[src/rtl/game_pkg.sv]
// Shared game constants: top-level game states, monster FSM encoding and sprite sizes.
package game_pkg;

    localparam int unsigned POS_W = 10;
    localparam int unsigned SUM_W = POS_W + 1;
    localparam int unsigned HIT_W = 8;

    localparam logic [1:0] PLAY_STATE = 2'd2;
    localparam logic [1:0] MENU_STATE = 2'd0;

    localparam int unsigned BUL_W_DEF = 10;
    localparam int unsigned BUL_H_DEF = 11;
    localparam int unsigned MON_W_DEF = 60;
    localparam int unsigned MON_H_DEF = 60;
    localparam int unsigned PLY_W_DEF = 60;
    localparam int unsigned PLY_H_DEF = 60;
    localparam int unsigned FLASH_CYCLES_DEF = 8;

    typedef enum logic [1:0] {
        MON_IDLE  = 2'd0,
        MON_ARMED = 2'd1,
        MON_FLASH = 2'd2,
        MON_DEAD  = 2'd3
    } mon_state_e;

endpackage

[src/rtl/aabb_overlap.sv]
// Axis-aligned box overlap test between box A and box B; sums widened so edges near 1023 never wrap.
module aabb_overlap
    import game_pkg::*;
#(
    parameter int unsigned A_W = 10,
    parameter int unsigned A_H = 11,
    parameter int unsigned B_W = 60,
    parameter int unsigned B_H = 60
) (
    input  logic [POS_W-1:0] a_x_i,
    input  logic [POS_W-1:0] a_y_i,
    input  logic [POS_W-1:0] b_x_i,
    input  logic [POS_W-1:0] b_y_i,
    output logic             overlap_c
);

    logic [SUM_W-1:0] a_x_ext, a_y_ext, b_x_ext, b_y_ext;
    logic [SUM_W-1:0] a_r, a_b, b_r, b_b;

    assign a_x_ext = SUM_W'(a_x_i);
    assign a_y_ext = SUM_W'(a_y_i);
    assign b_x_ext = SUM_W'(b_x_i);
    assign b_y_ext = SUM_W'(b_y_i);

    assign a_r = a_x_ext + SUM_W'(A_W);
    assign a_b = a_y_ext + SUM_W'(A_H);
    assign b_r = b_x_ext + SUM_W'(B_W);
    assign b_b = b_y_ext + SUM_W'(B_H);

    // Strict compares: touching edges do not count as overlap.
    assign overlap_c = (a_x_ext < b_r) && (b_x_ext < a_r) &&
                       (a_y_ext < b_b) && (b_y_ext < a_b);

endmodule

[src/rtl/monster_hit_ctrl.sv]
// Monster life-cycle FSM with bullet/player collision detection, flash delay, kill/score/death pulses.
module monster_hit_ctrl
    import game_pkg::*;
#(
    parameter int unsigned BUL_W        = BUL_W_DEF,
    parameter int unsigned BUL_H        = BUL_H_DEF,
    parameter int unsigned MON_W        = MON_W_DEF,
    parameter int unsigned MON_H        = MON_H_DEF,
    parameter int unsigned PLY_W        = PLY_W_DEF,
    parameter int unsigned PLY_H        = PLY_H_DEF,
    parameter int unsigned FLASH_CYCLES = FLASH_CYCLES_DEF
) (
    input  logic             clk,
    input  logic             rst,
    input  logic [1:0]       state,
    input  logic             bul_exist,
    input  logic [POS_W-1:0] bul_x,
    input  logic [POS_W-1:0] bul_y,
    input  logic             mon_active,
    input  logic [POS_W-1:0] mon_x,
    input  logic [POS_W-1:0] mon_y,
    input  logic [POS_W-1:0] plyr_x,
    input  logic [POS_W-1:0] plyr_y,
    output logic [1:0]       mon_state,
    output logic             bullet_kill,
    output logic             mon_kill,
    output logic             score_add,
    output logic             plyr_dead,
    output logic [HIT_W-1:0] hit_count
);

    localparam int unsigned CNT_W = (FLASH_CYCLES > 1) ? $clog2(FLASH_CYCLES) : 1;

    mon_state_e       mon_state_q, mon_state_d;
    logic [CNT_W-1:0] cnt_q, cnt_d;
    logic [HIT_W-1:0] hit_q, hit_d;
    logic             bullet_kill_q, bullet_kill_d;
    logic             mon_kill_q, mon_kill_d;
    logic             plyr_dead_q, plyr_dead_d;
    logic             bul_ovl_c, ply_ovl_c, bul_hit_c;

    aabb_overlap #(.A_W(BUL_W), .A_H(BUL_H), .B_W(MON_W), .B_H(MON_H)) u_bul_ovl (
        .a_x_i     (bul_x),
        .a_y_i     (bul_y),
        .b_x_i     (mon_x),
        .b_y_i     (mon_y),
        .overlap_c (bul_ovl_c)
    );

    aabb_overlap #(.A_W(PLY_W), .A_H(PLY_H), .B_W(MON_W), .B_H(MON_H)) u_ply_ovl (
        .a_x_i     (plyr_x),
        .a_y_i     (plyr_y),
        .b_x_i     (mon_x),
        .b_y_i     (mon_y),
        .overlap_c (ply_ovl_c)
    );

    assign bul_hit_c = bul_exist & bul_ovl_c;

    // Next-state logic; leaving PLAYING parks the monster and only MENU wipes the score.
    always_comb begin
        mon_state_d   = mon_state_q;
        cnt_d         = cnt_q;
        hit_d         = hit_q;
        bullet_kill_d = 1'b0;
        mon_kill_d    = 1'b0;
        plyr_dead_d   = 1'b0;

        if (state != PLAY_STATE) begin
            mon_state_d = MON_IDLE;
            cnt_d       = '0;
            if (state == MENU_STATE) begin
                hit_d = '0;
            end
        end else begin
            case (mon_state_q)
                MON_IDLE: begin
                    if (mon_active) begin
                        mon_state_d = MON_ARMED;
                    end
                end
                MON_ARMED: begin
                    if (!mon_active) begin
                        mon_state_d = MON_IDLE;
                    end else if (bul_hit_c) begin
                        mon_state_d   = MON_FLASH;
                        bullet_kill_d = 1'b1;
                        cnt_d         = CNT_W'(FLASH_CYCLES - 1);
                    end else if (ply_ovl_c) begin
                        mon_state_d = MON_DEAD;
                        plyr_dead_d = 1'b1;
                    end
                end
                MON_FLASH: begin
                    if (!mon_active) begin
                        mon_state_d = MON_IDLE;
                        cnt_d       = '0;
                    end else if (cnt_q == '0) begin
                        mon_state_d = MON_DEAD;
                        mon_kill_d  = 1'b1;
                        if (hit_q != {HIT_W{1'b1}}) begin
                            hit_d = hit_q + HIT_W'(1);
                        end
                    end else begin
                        cnt_d = cnt_q - CNT_W'(1);
                    end
                end
                MON_DEAD: begin
                    if (!mon_active) begin
                        mon_state_d = MON_IDLE;
                    end
                end
                default: mon_state_d = MON_IDLE;
            endcase
        end
    end

    always_ff @(posedge clk) begin
        if (rst) begin
            mon_state_q   <= MON_IDLE;
            cnt_q         <= '0;
            hit_q         <= '0;
            bullet_kill_q <= 1'b0;
            mon_kill_q    <= 1'b0;
            plyr_dead_q   <= 1'b0;
        end else begin
            mon_state_q   <= mon_state_d;
            cnt_q         <= cnt_d;
            hit_q         <= hit_d;
            bullet_kill_q <= bullet_kill_d;
            mon_kill_q    <= mon_kill_d;
            plyr_dead_q   <= plyr_dead_d;
        end
    end

    assign mon_state   = mon_state_q;
    assign bullet_kill = bullet_kill_q;
    assign mon_kill    = mon_kill_q;
    assign score_add   = mon_kill_q;
    assign plyr_dead   = plyr_dead_q;
    assign hit_count   = hit_q;

endmodule

[config.mk]
export PLATFORM = sky130hd
export DESIGN_NAME = monster_hit_ctrl
export DESIGN_NICKNAME = d
export VERILOG_FILES = /design/src/rtl/game_pkg.sv /design/src/rtl/aabb_overlap.sv /design/src/rtl/monster_hit_ctrl.sv
export SDC_FILE = /design/constraint.sdc
export NUM_CORES = 1
export LEC_CHECK = 0
export ABC_AREA = 1
export CORE_MARGIN = 10
export CORE_UTILIZATION = 56
export DETAILED_ROUTE_END_ITERATION = 8
export GPL_TIMING_DRIVEN = 0
export PLACE_DENSITY = 0.88
export SETUP_SLACK_MARGIN = 0.2
export SYNTH_ARGS = -nofsm -noshare
export SYNTH_HDL_FRONTEND = slang
export SYNTH_SLANG_ARGS = --single-unit
[constraint.sdc]
create_clock -name clk -period 4.04 [get_ports clk]
set_input_delay 0.808 -clock clk [delete_from_list [all_inputs] [get_ports clk]]
set_output_delay 0.808 -clock clk [all_outputs]
set_load 0.01 [all_outputs]
==> parameters.txt <==
Parameter                              Value

Layout
  Design Area, Final ... ~4300 µm²
  Area Growth Syn to Fin ... 27.7%
  Number of nets at the end of the flow ... about 740
  Fin cells ... roughly 670
  Final antenna diode count ... 0
  Share of cells above drive strength 1 ... 0.0568

Worst setup path
  CP most frequent cell ... sky130_fd_sc_hd__nor2_1
  Critical path launch point type ... input pin
  Reg-to-Reg Start ... cnt_q[0]
  Required time reported for the critical path endpoint ... approximately 4.2 ns
  Slowest cell delay on critical path ... ~0.57 ns
  WS Path Type ... input pin to register
  Kind of end point of the critical path ... register
  Cell with the largest stage delay on the worst path ... sky130_fd_sc_hd__clkdlybuf4s50_1
  Series of cell instances along the critical path ... clkdlybuf4s50_1 > o21ai_0 > nand2_1 > nand2_1 > nor3b_1 > nand3_1 > xor2_1 > ha_1 > nand4_1 > nor2_1 > nor2_1 > nand3_2 > nor2_4 > nor2_2 > nand2_2 > nand2_2 > nor2_1 > nor2_1
  Source of the critical timing path ... bul_y[2]
  Crit-path max FO ... 4
  Largest delay contributor family on the critical path ... simple AND/OR/NAND/NOR gates
  WP data arrival ... roughly 3.6 ns
  Buffers plus inverters on the worst setup path ... 1

Clocking
  Clk Latency, worst-skew pair ... approximately 0.25 ns
  Clock transition at path regs ... 0.07 ns
  Clock H-tree levels ... 1
  CTS Hold Buffers Added ... 0
  CTS tree ... done
  Quantity of gates resized following cts ... 0
  Setup Fix Bufs, Post-CTS ... 0
  Number of buffers created by CTS ... 3
  TritonCTS Sinks ... 16
  Bufs on Longest Clock Path ... 2
  Cell chosen for the clock root ... sky130_fd_sc_hd__clkbuf_8

Synthesis
  Cell taking the most area after synthesis ... sky130_fd_sc_hd__ha_1
  Cell count after synthesis ... roughly 520
  Most frequent cell after synthesis ... sky130_fd_sc_hd__nand2_1
  Summed instance area of the synthesized netlist ... ~3400 µm²
  Register area share after synthesis ... 0.0945
  Post-synth net total ... roughly 660
  Mean post-synth cell area ... roughly 6.6 µm²
  Ranking of synthesized cells by area ... sky130_fd_sc_hd__ha_1, sky130_fd_sc_hd__nand2_1, sky130_fd_sc_hd__dfxtp_1, sky130_fd_sc_hd__a21oi_1, sky130_fd_sc_hd__inv_1
  Distinct cells, synth ... 37
  Most numerous cell types in the synthesized netlist ... sky130_fd_sc_hd__nand2_1, sky130_fd_sc_hd__ha_1, sky130_fd_sc_hd__inv_1
  Synth top area share ... 0.277
  Most used flip-flop cell after synthesis ... sky130_fd_sc_hd__dfxtp_1
  Total number of yosys warnings ... 0
  Share of synthesized flip-flops with an asynchronous set or reset ... 0
  Number of enable flip-flop cells after synthesis ... 0
  Total of flip-flops plus latches after synthesis ... 16

Drt
  Number of optimization iterations in the first detailed-route pass ... 4
  Post-detailed-route via-to-cell ratio ... between 5 and 6
  Count of unresolved DRC violations after routing ... 0
  Vias ... about 3700
  Wirelength, routed ... 9480 µm
  Count of routing violations after the opening detailed-route iteration ... around 130
  Detail-routed net length per standard cell ... between 10 and 15 µm
  Number of nets with antenna violations after routing ... 0

Timing
  Hold slack ... 0.491 ns
  Final clock period utilization by the worst path ... 0.846
  Final hold violation count ... 0
  Slew @ Worst Pin ... 0.392 ns
  PnR worst setup slack ... just over 0.6 ns
  Accumulated negative setup slack ... 0 ns
  Time the worst path needs with I/O delays and setup ... 3.42 ns
  Number of endpoints failing setup at the final stage ... 0
  Worst slew margin relative to its limit ... 0.738
  Setup repair after global routing missed its margin ... no
  Largest clock skew in the final design ... between 0.0015 and 0.002 ns
  Achievable frequency ... slightly below 0.3 GHz
  Final Max Slew Viols ... 0

Floorplan
  Effective utilization at floorplan ... 0.576
  Standard-cell rows ... 28
  Number of I/O pins ... 80
  Placeable core region ... between 5000 and 6000 µm²
  Die height ... between 90 and 100 µm
  Area of the die ... about 9600 µm²
  X dimension of the die ... slightly below 100 µm

Place
  Port Buffer Count ... roughly 80
  Placed inst area ... between 4000 and 5000 µm²
  Final weighted congestion of routability-driven global placement ... around 0.9
  Setup slack after placement ... ~0.36 ns
  Placed insts ... 670
  Sum of net half-perimeters after detailed placement ... slightly above 8000 µm

Global route
  Global-route wire length before repair ... roughly 16000 µm
  Pin count of the biggest net entering global routing ... 10
  Total congestion overflow after global routing ... 0
  Antenna violations before repair ... 0
  Total routing resource utilization after global routing ... 0.185
  Via count of the first global-routing pass ... 3614

Min path
  Worst hold-check path type ... register to register
  Hold_sp ... cnt_q[1]

Pwr
  Cell leakage power ... ~2 nW
  Max IR drop VDD ... 156 µV
  Pwr per Cell Area ... around 170 nW/µm²

Run
  Max-cap check violation count ... 0

Run status
  Run status ... completed
[final cells by class]
cell class | instances | area [µm²]
multi-input combinational | 436 | 2830
fill | 489 | 1560
inverter | 63 | 236
buffer | 1 | 7.51
tap | 75 | 93.8
clock buffer | 4 | 55.1
sequential | 16 | 320
timing repair buffer | 79 | 791
[flip-flops by register name, summed over array words and instances, names as in the netlist]
register,count
hit_count,8
cnt_q,3
mon_state,2
bullet_kill,1
mon_kill,1
plyr_dead,1
[path summary, 6_finish.rpt]
path	end	slack [ns]	cells after the start
worst min-delay path	cnt_q[1]	0.49	2
worst max register to register	hit_count[7]	1.99	11
worst min register to register	cnt_q[1]	0.49	2
worst max-delay path	mon_state[1]	0.62	18
[cells by family (layout without fill, tap and decap cells)]
kind of cell | Yosys count | after routing | synth area share
AND/OR/NAND/NOR | 243 | 243 | 0.328
AO/OA/AOI/OAI | 81 | 81 | 0.134
adder cells (fa/ha/maj) | 75 | 75 | 0.277
buffers and inverters | 64 | 147 | 0.0720
XOR/XNOR | 37 | 37 | 0.0956
flip-flops | 16 | 16 | 0.0945
[cells in the final DEF (no fill, tap or decap), types with 14 or more instances in the layout]
| cell | count |
|---|---|
| sky130_fd_sc_hd__nand2_1 | 111 |
| sky130_fd_sc_hd__clkdlybuf4s50_1 | 79 |
| sky130_fd_sc_hd__ha_1 | 75 |
| sky130_fd_sc_hd__inv_1 | 58 |
| sky130_fd_sc_hd__nor2_1 | 51 |
| sky130_fd_sc_hd__a21oi_1 | 45 |
| sky130_fd_sc_hd__nand3_1 | 33 |
| sky130_fd_sc_hd__xor2_1 | 23 |
| sky130_fd_sc_hd__o21ai_0 | 18 |
| sky130_fd_sc_hd__dfxtp_1 | 16 |
| sky130_fd_sc_hd__xnor2_1 | 14 |
| sky130_fd_sc_hd__nand4_1 | 14 |
[routing by layer]
| layer | GRT usage | up-vias | wire, µm |
|---|---|---|---|
| met5 | 0 | - | 0 |
| li1 | - | 1912 | - |
| met4 | 0.0447 | 0 | 147 |
| met3 | 0.0296 | 12 | 316 |
| met2 | 0.351 | 81 | 4960 |
| met1 | 0.208 | 1655 | 4060 |
[power by group]
| part | internal, W | switching [W] | total, W |
|---|---|---|---|
| clock network | 0.0000866 | 0.0000604 | 0.000147 |
| logic | 0.000192 | 0.000227 | 0.000418 |
| registers | 0.000159 | 0.00000111 | 0.000160 |
[stage by stage]
step           utilization  total power, W
3_5_place_dp         0.726        0.000577
6_report             0.736        0.000725
3_3_place_gp         0.726        0.000555
4_1_cts              0.736        0.000724
2_1_floorplan            -        0.000420
5_1_grt              0.736        0.000789
[worst reg2reg max path, stage by stage, from the launching register on]
cell and delay, ns:
sky130_fd_sc_hd__dfxtp_1 0.31, sky130_fd_sc_hd__inv_1 0.09, sky130_fd_sc_hd__ha_1 0.19, sky130_fd_sc_hd__nand3_1 0.12, sky130_fd_sc_hd__nor2_1 0.20, sky130_fd_sc_hd__nand2_1 0.14
sky130_fd_sc_hd__a21oi_4 0.24, sky130_fd_sc_hd__nand4_2 0.16, sky130_fd_sc_hd__nor3_2 0.24, sky130_fd_sc_hd__inv_1 0.07, sky130_fd_sc_hd__o21ai_1 0.12, sky130_fd_sc_hd__nor2_1 0.05
Note: power is estimated with default switching activity, not from simulation.
